==> src/rtl/mc_controller_pkg.sv <==
// Shared definitions for the multicycle ARM control unit.
//   - state_t    : main FSM state encodings (4-bit)
//   - OP_*       : Instr[27:26] instruction class codes
//   - CMD_*      : data-processing cmd field codes (Instr[24:21])
//   - ALU_*      : ALUControl output codes
//   - cond_check : evaluates an ARM condition field against NZCV
package mc_controller_pkg;

    typedef enum logic [3:0] {
        StFetch   = 4'd0,
        StDecode  = 4'd1,
        StMemAdr  = 4'd2,
        StMemRd   = 4'd3,
        StMemWb   = 4'd4,
        StMemWr   = 4'd5,
        StExecR   = 4'd6,
        StExecI   = 4'd7,
        StAluWb   = 4'd8,
        StBranch  = 4'd9,
        StUnknown = 4'd10
    } state_t;

    localparam logic [1:0] OP_DP  = 2'b00;
    localparam logic [1:0] OP_MEM = 2'b01;
    localparam logic [1:0] OP_BR  = 2'b10;

    localparam logic [3:0] CMD_ADD = 4'b0100;
    localparam logic [3:0] CMD_SUB = 4'b0010;
    localparam logic [3:0] CMD_AND = 4'b0000;
    localparam logic [3:0] CMD_ORR = 4'b1100;

    localparam logic [1:0] ALU_ADD = 2'b00;
    localparam logic [1:0] ALU_SUB = 2'b01;
    localparam logic [1:0] ALU_AND = 2'b10;
    localparam logic [1:0] ALU_ORR = 2'b11;

    // nzcv = {N, Z, C, V}; cond 4'b1111 never executes.
    function automatic logic cond_check(input logic [3:0] cond, input logic [3:0] nzcv);
        logic n, z, c, v;
        {n, z, c, v} = nzcv;
        case (cond)
            4'b0000: cond_check = z;
            4'b0001: cond_check = ~z;
            4'b0010: cond_check = c;
            4'b0011: cond_check = ~c;
            4'b0100: cond_check = n;
            4'b0101: cond_check = ~n;
            4'b0110: cond_check = v;
            4'b0111: cond_check = ~v;
            4'b1000: cond_check = c & ~z;
            4'b1001: cond_check = ~c | z;
            4'b1010: cond_check = (n == v);
            4'b1011: cond_check = (n != v);
            4'b1100: cond_check = ~z & (n == v);
            4'b1101: cond_check = z | (n != v);
            4'b1110: cond_check = 1'b1;
            default: cond_check = 1'b0;
        endcase
    endfunction

endpackage

==> src/rtl/mc_controller_mainfsm.sv <==
// Main FSM of the multicycle control unit: state register, next-state logic and
// the per-state output table. Write strobes here are unconditional; the parent
// qualifies them with the registered condition result.
// Ports:
//   i_clk, i_reset      clock, synchronous active-high reset
//   i_op, i_funct_i     instruction class and immediate bit (Instr[27:25])
//   i_funct_l           load/store L bit (Instr[20])
//   o_state             current state
//   o_next_pc           PC advances unconditionally (FETCH)
//   o_branch, o_reg_w, o_mem_w  unqualified branch / register / memory writes
//   o_ir_write, o_adr_src, o_alu_src_a, o_alu_src_b, o_result_src  datapath selects
//   o_alu_op            ALU operation taken from the instruction cmd field
module mc_controller_mainfsm
    import mc_controller_pkg::*;
(
    input  logic       i_clk,
    input  logic       i_reset,
    input  logic [1:0] i_op,
    input  logic       i_funct_i,
    input  logic       i_funct_l,
    output state_t     o_state,
    output logic       o_next_pc,
    output logic       o_branch,
    output logic       o_reg_w,
    output logic       o_mem_w,
    output logic       o_ir_write,
    output logic       o_adr_src,
    output logic [1:0] o_alu_src_a,
    output logic [1:0] o_alu_src_b,
    output logic [1:0] o_result_src,
    output logic       o_alu_op
);

    state_t r_state;
    state_t w_state_next;

    always_ff @(posedge i_clk) begin
        if (i_reset) begin
            r_state <= StFetch;
        end else begin
            r_state <= w_state_next;
        end
    end

    always_comb begin
        w_state_next = StFetch;
        unique case (r_state)
            StFetch:  w_state_next = StDecode;
            StDecode: begin
                unique case (i_op)
                    OP_DP:   w_state_next = i_funct_i ? StExecI : StExecR;
                    OP_MEM:  w_state_next = StMemAdr;
                    OP_BR:   w_state_next = StBranch;
                    default: w_state_next = StUnknown;
                endcase
            end
            StMemAdr: w_state_next = i_funct_l ? StMemRd : StMemWr;
            StMemRd:  w_state_next = StMemWb;
            StExecR:  w_state_next = StAluWb;
            StExecI:  w_state_next = StAluWb;
            default:  w_state_next = StFetch;
        endcase
    end

    always_comb begin
        o_next_pc    = 1'b0;
        o_branch     = 1'b0;
        o_reg_w      = 1'b0;
        o_mem_w      = 1'b0;
        o_ir_write   = 1'b0;
        o_adr_src    = 1'b0;
        o_alu_src_a  = 2'b00;
        o_alu_src_b  = 2'b00;
        o_result_src = 2'b00;
        o_alu_op     = 1'b0;
        unique case (r_state)
            StFetch: begin
                o_ir_write   = 1'b1;
                o_alu_src_a  = 2'b01;
                o_alu_src_b  = 2'b10;
                o_result_src = 2'b10;
                o_next_pc    = 1'b1;
            end
            StDecode: begin
                // PC+8 is formed here so that R15 reads return it.
                o_alu_src_a  = 2'b01;
                o_alu_src_b  = 2'b10;
                o_result_src = 2'b10;
            end
            StMemAdr: o_alu_src_b = 2'b01;
            StMemRd:  o_adr_src = 1'b1;
            StMemWb: begin
                o_result_src = 2'b01;
                o_reg_w      = 1'b1;
            end
            StMemWr: begin
                o_adr_src = 1'b1;
                o_mem_w   = 1'b1;
            end
            StExecR:  o_alu_op = 1'b1;
            StExecI: begin
                o_alu_src_b = 2'b01;
                o_alu_op    = 1'b1;
            end
            StAluWb:  o_reg_w = 1'b1;
            StBranch: begin
                o_alu_src_b  = 2'b01;
                o_result_src = 2'b10;
                o_branch     = 1'b1;
            end
            default: ;
        endcase
    end

    assign o_state = r_state;

endmodule

==> config.mk <==
export PLATFORM = sky130hd
export DESIGN_NAME = mc_controller_mainfsm
export DESIGN_NICKNAME = d
export VERILOG_FILES = /design/src/rtl/mc_controller_pkg.sv /design/src/rtl/mc_controller_mainfsm.sv
export SDC_FILE = /design/constraint.sdc
export NUM_CORES = 1
export LEC_CHECK = 0
export CORE_AREA = 2 2 39 41
export CTS_CLUSTER_DIAMETER = 30
export DETAILED_ROUTE_END_ITERATION = 8
export DIE_AREA = 0 0 41 43
export SYNTH_ARGS = -nofsm -noshare
export SYNTH_HDL_FRONTEND = slang
export SYNTH_SLANG_ARGS = --single-unit
export TNS_END_PERCENT = 5
==> constraint.sdc <==
create_clock -name i_clk -period 1.25 [get_ports i_clk]
set_input_delay 0.25 -clock i_clk [delete_from_list [all_inputs] [get_ports i_clk]]
set_output_delay 0.25 -clock i_clk [all_outputs]
set_load 0.01 [all_outputs]
==> flow_summary.json <==
{
  "outcome": "finished, violations left",
  "violations": "negative setup slack",
  "hold_violations": 0,
  "htreeDepth": 1,
  "worst_path_max_delay_cell": "or3_4",
  "max_cap_violations": 0,
  "multi_input_area_um2": 255,
  "die_area_um2": 1760,
  "r2r_slack_ns": 0.06,
  "path_cells": "nand2b_4, nor2_2, or3_4, buf_6",
  "syn_inst": 45,
  "setup_violations": 13,
  "fin_skew_ns": 0.00331,
  "required_ns": 1.00,
  "ios": 23,
  "synth_seq_area_share": 0.241,
  "max_stage_delay_ns": 0.38,
  "drive_gt1_frac": 0.622,
  "fill_cells": 144,
  "start_util": 0.241,
  "rows": 14,
  "met3RoutedLength_um": 63,
  "drc": 0,
  "slew_violations": 0,
  "largest_reg_flops": 4,
  "cts_root_buf": "clkbuf_4",
  "setup.worst_path.end_class": "output pin",
  "crit_fanout": 4,
  "numCtsBuffers": 3,
  "grt_max_degree": 8,
  "ys_types": 21,
  "first_global_vias": 422,
  "rsz0062_at_grt": "true",
  "clk_pin_slew_worst_paths_ns": 0.04,
  "hold_path.class": "reg2reg",
  "drt_iter0_drc": 6,
  "core_um2": 1380,
  "regArea_um2": 95.1,
  "fin_crit_sh": 1.23,
  "synth-seq-cells": 4,
  "overflow": 0,
  "die_x_um": 41,
  "met1_length_um": 497,
  "grt_pass1_wl_um": 1710,
  "globalplace.congestion": 0.826,
  "grtUsageTotal": 0.144,
  "achievable-frequency_mhz": 648,
  "timing.rr.start": "o_state[1]",
  "avgSynthCellArea_um2": 7.40,
  "vias_per_cell": 4.66,
  "fin_nets": 90,
  "p_leak_nw": 0.319,
  "finish.utilization": 0.513,
  "holdCritStartpoint": "o_state[0]",
  "clock-sinks": 4,
  "die_h_um": 43,
  "syn-num-nets": 51,
  "portBuffers": 21,
  "fin_ws_ns": -0.292,
  "area_growth_pct": 113,
  "fin_crit_ns": 1.54,
  "syn_area_um2": 333,
  "wl_um": 1100,
  "antenna_found_initial": 0,
  "powerDensity_nw_per_um2": 943,
  "setup.worst_path.start_class": "flip-flop",
  "synth_warnings": 0,
  "wl_met2_um": 523,
  "cts_tree": "done",
  "insertion_delay_ns": 0.24,
  "cts_buffer_depth": 2,
  "worst-setup-path-type": "reg2out",
  "hold_depth": 2,
  "ff2ff_path_depth": 4,
  "first_pass_iters": 4,
  "diodes": 0,
  "vdd_ir_drop_max_v": 0.000556,
  "topRoutingLayerUsed": "met4",
  "ant_nets": 0,
  "cp_data_arrival_time_ns": 1.29,
  "wl_per_cell_um": 11.2,
  "vias": 457,
  "critPathLaunch": "o_state[2]",
  "place_hpwl_um": 799,
  "finalPower_w": 0.000669
}
## area by class of cell
class | instances | share of cell area
well taps | 16 | 0.0282
inverters | 2 | 0.0106
flip-flops and latches | 4 | 0.134
clock buffers | 3 | 0.0317
multi-input cells | 33 | 0.360
repair buffers | 40 | 0.436
## what timing repair did
action | CTS | global route
resized for setup | 62 | 5
hold buffers | 0 | 0
pin swaps | 2 | 1
setup endpoints to repair | 17 | 17
setup buffers | 1 | 2
## cells in the final DEF (no fill, tap or decap), drive strengths merged, types with 2 or more instances in the layout
cell type       n
a211oi          2
nand2b          4
clkdlybuf4s15   3
clkbuf          4
a21oi           3
o21ai           2
nand2           2
buf            31
nor3            4
clkdlybuf4s50   5
dfxtp           4
or3             3
nor2            6
inv             2
## per-stage QoR
stage / std cells / instance area (µm²) / hold WS, ns / worst slack, ns / setup TNS, ns
after global placement: 92 / 671 / 0.653 / -0.428 / -4.57
after global routing: 98 / 709 / 0.622 / -0.321 / -2.52
after CTS: 96 / 691 / 0.605 / -0.299 / -1.90
final: 98 / 709 / 0.606 / -0.292 / -1.80
after detailed placement: 92 / 671 / 0.644 / -0.451 / -4.70
after floorplan: 45 / 377 / 0.307 / -0.0418 / -0.0719
## worst max-delay path: cells and delay by family, from the launching register on
family / cells / cell delay (ns)
buffers and inverters: 1 / 0.13
flip-flops: 1 / 0.37
AND/OR/NAND/NOR: 3 / 0.56
## cells in the mapped netlist (all sizes together)
library cell | count | area, µm²
nor4 | 1 | 6.26
or3 | 3 | 18.8
xnor2 | 1 | 8.76
nor2 | 6 | 22.5
nor4b | 1 | 8.76
o21ai | 2 | 10.0
conb | 1 | 3.75
dfxtp | 4 | 80.1
or2 | 1 | 6.26
inv | 2 | 7.51
buf | 6 | 52.6
a211oi | 2 | 20.0
nor3 | 4 | 20.0
a21oi | 3 | 15.0
nand2 | 2 | 7.51
nand3 | 1 | 5.00
o21bai | 1 | 7.51
nand2b | 4 | 32.5
## metal layers
layer	vias up	global-route usage
met3	2	0.0314
met5	-	0
met1	210	0.183
met4	0	0.100
met2	19	0.206
li1	226	-
## worst paths after layout
path | to
max | o_alu_src_b[0]
min | o_state[0]
max reg2reg | o_state[3]
min reg2reg | o_state[0]
## report_power, final
group	switching, W	leakage [nW]	internal, W	total [W]
clock network	0.0000585	0.0138	0.000108	0.000166
logic	0.000143	0.270	0.000196	0.000339
registers	0.0000226	0.0356	0.000141	0.000164
## cell families after synthesis
kind of cell,after synthesis,share of synthesized area
compound gates,8,0.158
xor+xnor,1,0.0263
buf+inv,8,0.180
flops,4,0.241
other cells,1,0.0113
simple gates,23,0.383
Note: power is estimated with default switching activity, not from simulation.
==> RTL change 1: new RTL, same settings <==
Register the output `o_branch`; this adds one clock of latency there. The other outputs are not delayed to match.
--- a/src/rtl/mc_controller_mainfsm.sv
+++ b/src/rtl/mc_controller_mainfsm.sv
@@ -30,6 +30,8 @@
     output logic [1:0] o_result_src,
     output logic       o_alu_op
 );
+
+    logic o_branch_d;
 
     state_t r_state;
     state_t w_state_next;
@@ -64,7 +66,7 @@
 
     always_comb begin
         o_next_pc    = 1'b0;
-        o_branch     = 1'b0;
+        o_branch_d   = 1'b0;
         o_reg_w      = 1'b0;
         o_mem_w      = 1'b0;
         o_ir_write   = 1'b0;
@@ -106,7 +108,7 @@
             StBranch: begin
                 o_alu_src_b  = 2'b01;
                 o_result_src = 2'b10;
-                o_branch     = 1'b1;
+                o_branch_d   = 1'b1;
             end
             default: ;
         endcase
@@ -114,5 +116,9 @@
 
     assign o_state = r_state;
 
+    always_ff @(posedge i_clk) begin
+        o_branch <= o_branch_d;
+    end
+
 endmodule
 
Behaviour: not the same (Yosys sat finds a counterexample within 4 cycles, from zero or initial values and one cycle with i_reset high).
==> RTL change 1 against the original RTL <==
The flow still finishes with violations (setup timing). Area after synthesis grew 6.0%. Fmax increased by 8.3%. Global-route usage increased by 1.9 points. Routed wire length is 9.5% higher. Total power up 15%. Count of clock-buffer cells in the layout rose by 1. Sequential cell count rose by 1. Cell area grew 7.1%. Via count shrank 1.1%. Setup slack better by 0.12 ns. Sequential share of layout area grew 1.4 points. Critical endpoint is now o_result_src[1]. Largest power group unchanged. Highest routed layer unchanged.
==> RTL change 1: results <==
timing:
  finalWorstSetupSlack_ns: -0.175
  setup_violations: 12
  fin_tns_setup_ns: -1.39
  skew_ns: 0.00329
  hold_slack_ns: 0.539
worst_setup_path:
  endpoint: "o_result_src[1]"
  rr_endpoint: "o_state[1]"
  cp_max_fo: 5
  r2r_setup_slack_ns: 0.07
  crit_slowest_cell: "dfxtp_4"
  rr_startpoint: "o_state[2]"
global_routing:
  grt_pass1_wl_um: 1900
  antenna_found_initial: 0
  grt.total_usage_pct: 16.3
  grt_use_met2_pct: 29.7
  met1_usage_pct: 15.1
  grt_pass1_vias: 456
  grt_max_degree: 6
hold_path:
  holdPathEnd: "o_branch"
  min-delay-start: "o_state[0]"
  hold_path_class: "reg -> reg"
layout:
  nets: 88
  drive_gt1_share_pct: 66.7
  num_antenna_cells: 0
  largest_reg_flops: 4
  nFillCells: 135
drt:
  dr.pass1.iters: 2
  wl_met3_um: 70
  initialDrtViolationCount: 1
  met2_length_um: 685
  wl_met1_um: 426
  routedWlPerCell_um: 12.4
  routed.top_layer: "met4"
  vias: 452
synth:
  synth_area_leaders: "dfxtp_1 28%, nor3_1 7.1%, buf_4 6.4%"
  synth_commonest_cells: "5 x dfxtp_1, 5 x nor2_1, 5 x nor3_1"
  synth_cell_types: 24
  synth-seq-area-share_pct: 28.4
  synth-main-ff-cell: "dfxtp_1"
  synth.net_count: 50
placed_design:
  place_congestion: 0.721
  post_dp_cell_area_um2: 688
  pre_cts_ws_ns: -0.370
  dp.final_hpwl_um: 855
cts:
  h-tree-depth: 1
  cts_buffer_depth: 2
  cts.clk_slew.worst_paths_ns: 0.05
  cts_setup_buffers: 0
  cts_buffers: 3
  cts_resized: 87
power_and_ir_drop:
  p_sw_uw: 256
  power.leakage_uw: 0.000349
  ir_drop_mv: 0.443
status:
  status: "complete, but fails checks"
  failed_checks: "setup timing"
## RTL change 1: through the flow
step | power, µW | util [%] | cells
after floorplan | 364 | - | 44
after global placement | 549 | 49.7 | 92
after detailed placement | 551 | 49.7 | 92
after CTS | 774 | 54.9 | 96
after global routing | 828 | 54.9 | 97
final | 769 | 54.9 | 97
## RTL change 1: power groups by stage
stage	Sequential (µW)	Clock, µW	Combinational (µW)
floorplan	188	0	176
detailed placement	192	0	360
finish	196	197	376
global route	199	225	404
CTS	195	205	374
global placement	191	0	359
## RTL change 1: cell families after synthesis
family | after synthesis | synth area share (%)
simple gates | 19 | 29.8
other cells | 1 | 1.06
flops | 5 | 28.4
compound gates | 8 | 18.4
xor+xnor | 2 | 4.97
buf+inv | 9 | 17.4
## RTL change 1: area by class of cell
cell class              count  area share [%]
inverters                   3            1.48
flip-flops and latches      5            14.8
well taps                  16            2.64
clock buffers               4            3.46
repair buffers             39            42.3
multi-input cells          30            35.3
==> RTL change 2: new RTL, same settings <==
Made on the original files. Make the reset (`i_reset`) asynchronous in one clocked block. Comments in the files are not updated.
--- a/src/rtl/mc_controller_mainfsm.sv
+++ b/src/rtl/mc_controller_mainfsm.sv
@@ -34,7 +34,7 @@
     state_t r_state;
     state_t w_state_next;
 
-    always_ff @(posedge i_clk) begin
+    always_ff @(posedge i_clk or posedge i_reset) begin
         if (i_reset) begin
             r_state <= StFetch;
         end else begin
Check against the original RTL: differs if i_reset is asserted again (counterexample within 4 cycles, from zero or initial values and one cycle with i_reset high); with i_reset held inactive, the same outputs for 10 cycles.
==> RTL change 2 against the original RTL <==
The run still ends with setup timing left. Via count decreased by 15%. Routed wire length down 23%. Area after synthesis rose by 4.1%. Cell area fell by 17%. Setup slack got worse by 0.081 ns. Sequential cell count is the same. Critical path depth stayed put. Largest cell class unchanged. Highest routed layer unchanged.
Power is left out: it rests on default switching activity, and per cell area and clock period it moved more than threefold.
==> RTL change 2: results <==
placed_design:
  place_congestion: 0.697
  pre_cts_ws_ns: -0.558
  dp.final_hpwl_um: 648
layout:
  drive_gt1_share_pct: 46.5
  nFillCells: 149
  nets: 79
synth:
  synth-seq-area-share_pct: 28.9
  async_reset_ff_share_pct: 100
  synth_cell_types: 22
  yosys_warnings: 0
  synth_commonest_cells: "5 x nor2_1, 4 x dfrtp_1"
global_routing:
  grt_pass1_wl_um: 1440
  grt_pass1_vias: 348
  grt.total_usage_pct: 12.2
  grt_max_degree: 12
drt:
  vias: 389
  routedWlPerCell_um: 9.76
hold_path:
  hold_path_class: "in -> async"
worst_setup_path:
  crit_slowest_cell: "or3b_1"
  rr_startpoint: "o_state[1]"
timing:
  skew_ns: 0.00218
  setup_violations: 13
  finalWorstSetupSlack_ns: -0.374
cts:
  h-tree-depth: 1
status:
  status: "complete, but fails checks"
  failed_checks: "setup timing"
RTL change 2: cell types whose count changed in the layout (fill, tap and decap cells not counted), sizes merged, moves of 3 or more:
cell / unedited run / this run
dfrtp: 0 / 4
dfxtp: 4 / 0
or3: 3 / 0
clkdlybuf4s15: 3 / 0
nand3b: 0 / 3
buf: 31 / 21
RTL change 2: cell families after synthesis:
| kind of cell | synth area share (%) |
|---|---|
| XOR/XNOR | 5.06 |
| other | 1.08 |
| buffers and inverters | 17.3 |
| AND/OR/NAND/NOR | 36.8 |
| flip-flops | 28.9 |
| AO/OA/AOI/OAI | 10.8 |
RTL change 2: how the worst max path moves through the flow:
stage / startpoint / to / slack, ns
after floorplan: o_state[2] / o_alu_src_b[0] / -0.35
after global placement: o_state[2] / o_alu_src_b[0] / -0.55
after detailed placement: o_state[2] / o_alu_src_b[0] / -0.56
after CTS: o_state[3] / o_alu_src_b[0] / -0.40
after global routing: o_state[3] / o_alu_src_b[0] / -0.46
final: o_state[3] / o_alu_src_b[0] / -0.37
RTL change 2: final cells by class:
class,instances,area (µm²),area share [%]
clock buffers,3,22.5,3.82
inverters,3,11.3,1.91
multi-input cells,32,214,36.3
flip-flops and latches,4,101,17.2
well taps,16,20.0,3.40
repair buffers,29,220,37.4
RTL change 2: through the flow:
| stage | instances | hold WS [ns] | utilization, % |
|---|---|---|---|
| finish | 87 | 0.193 | 42.6 |
| floorplan | 45 | 0.0161 | - |
| global route | 87 | 0.208 | 42.6 |
| global placement | 83 | 0.442 | 42.7 |
| detailed placement | 83 | 0.451 | 42.7 |
| CTS | 87 | 0.203 | 41.6 |
RTL change 2: layer usage:
metal | wire (µm) | track usage, %
met5 | 0 | 0
met4 | 10 | 4.00
met3 | 62 | 6.28
met2 | 410 | 16.3
met1 | 366 | 16.6
RTL change 2: timing repair:
action                                  in CTS  in global routing
setup buffers                                1                  0
pin swaps                                    4                  2
resized for setup                           62                  6
endpoints found under the setup margin      16                 16
RTL change 2: worst max-delay path, delay by kind of cell (launching register included):
family,cells,cell delay [ns]
buf+inv,1,0.09
flops,1,0.36
simple gates,3,0.69
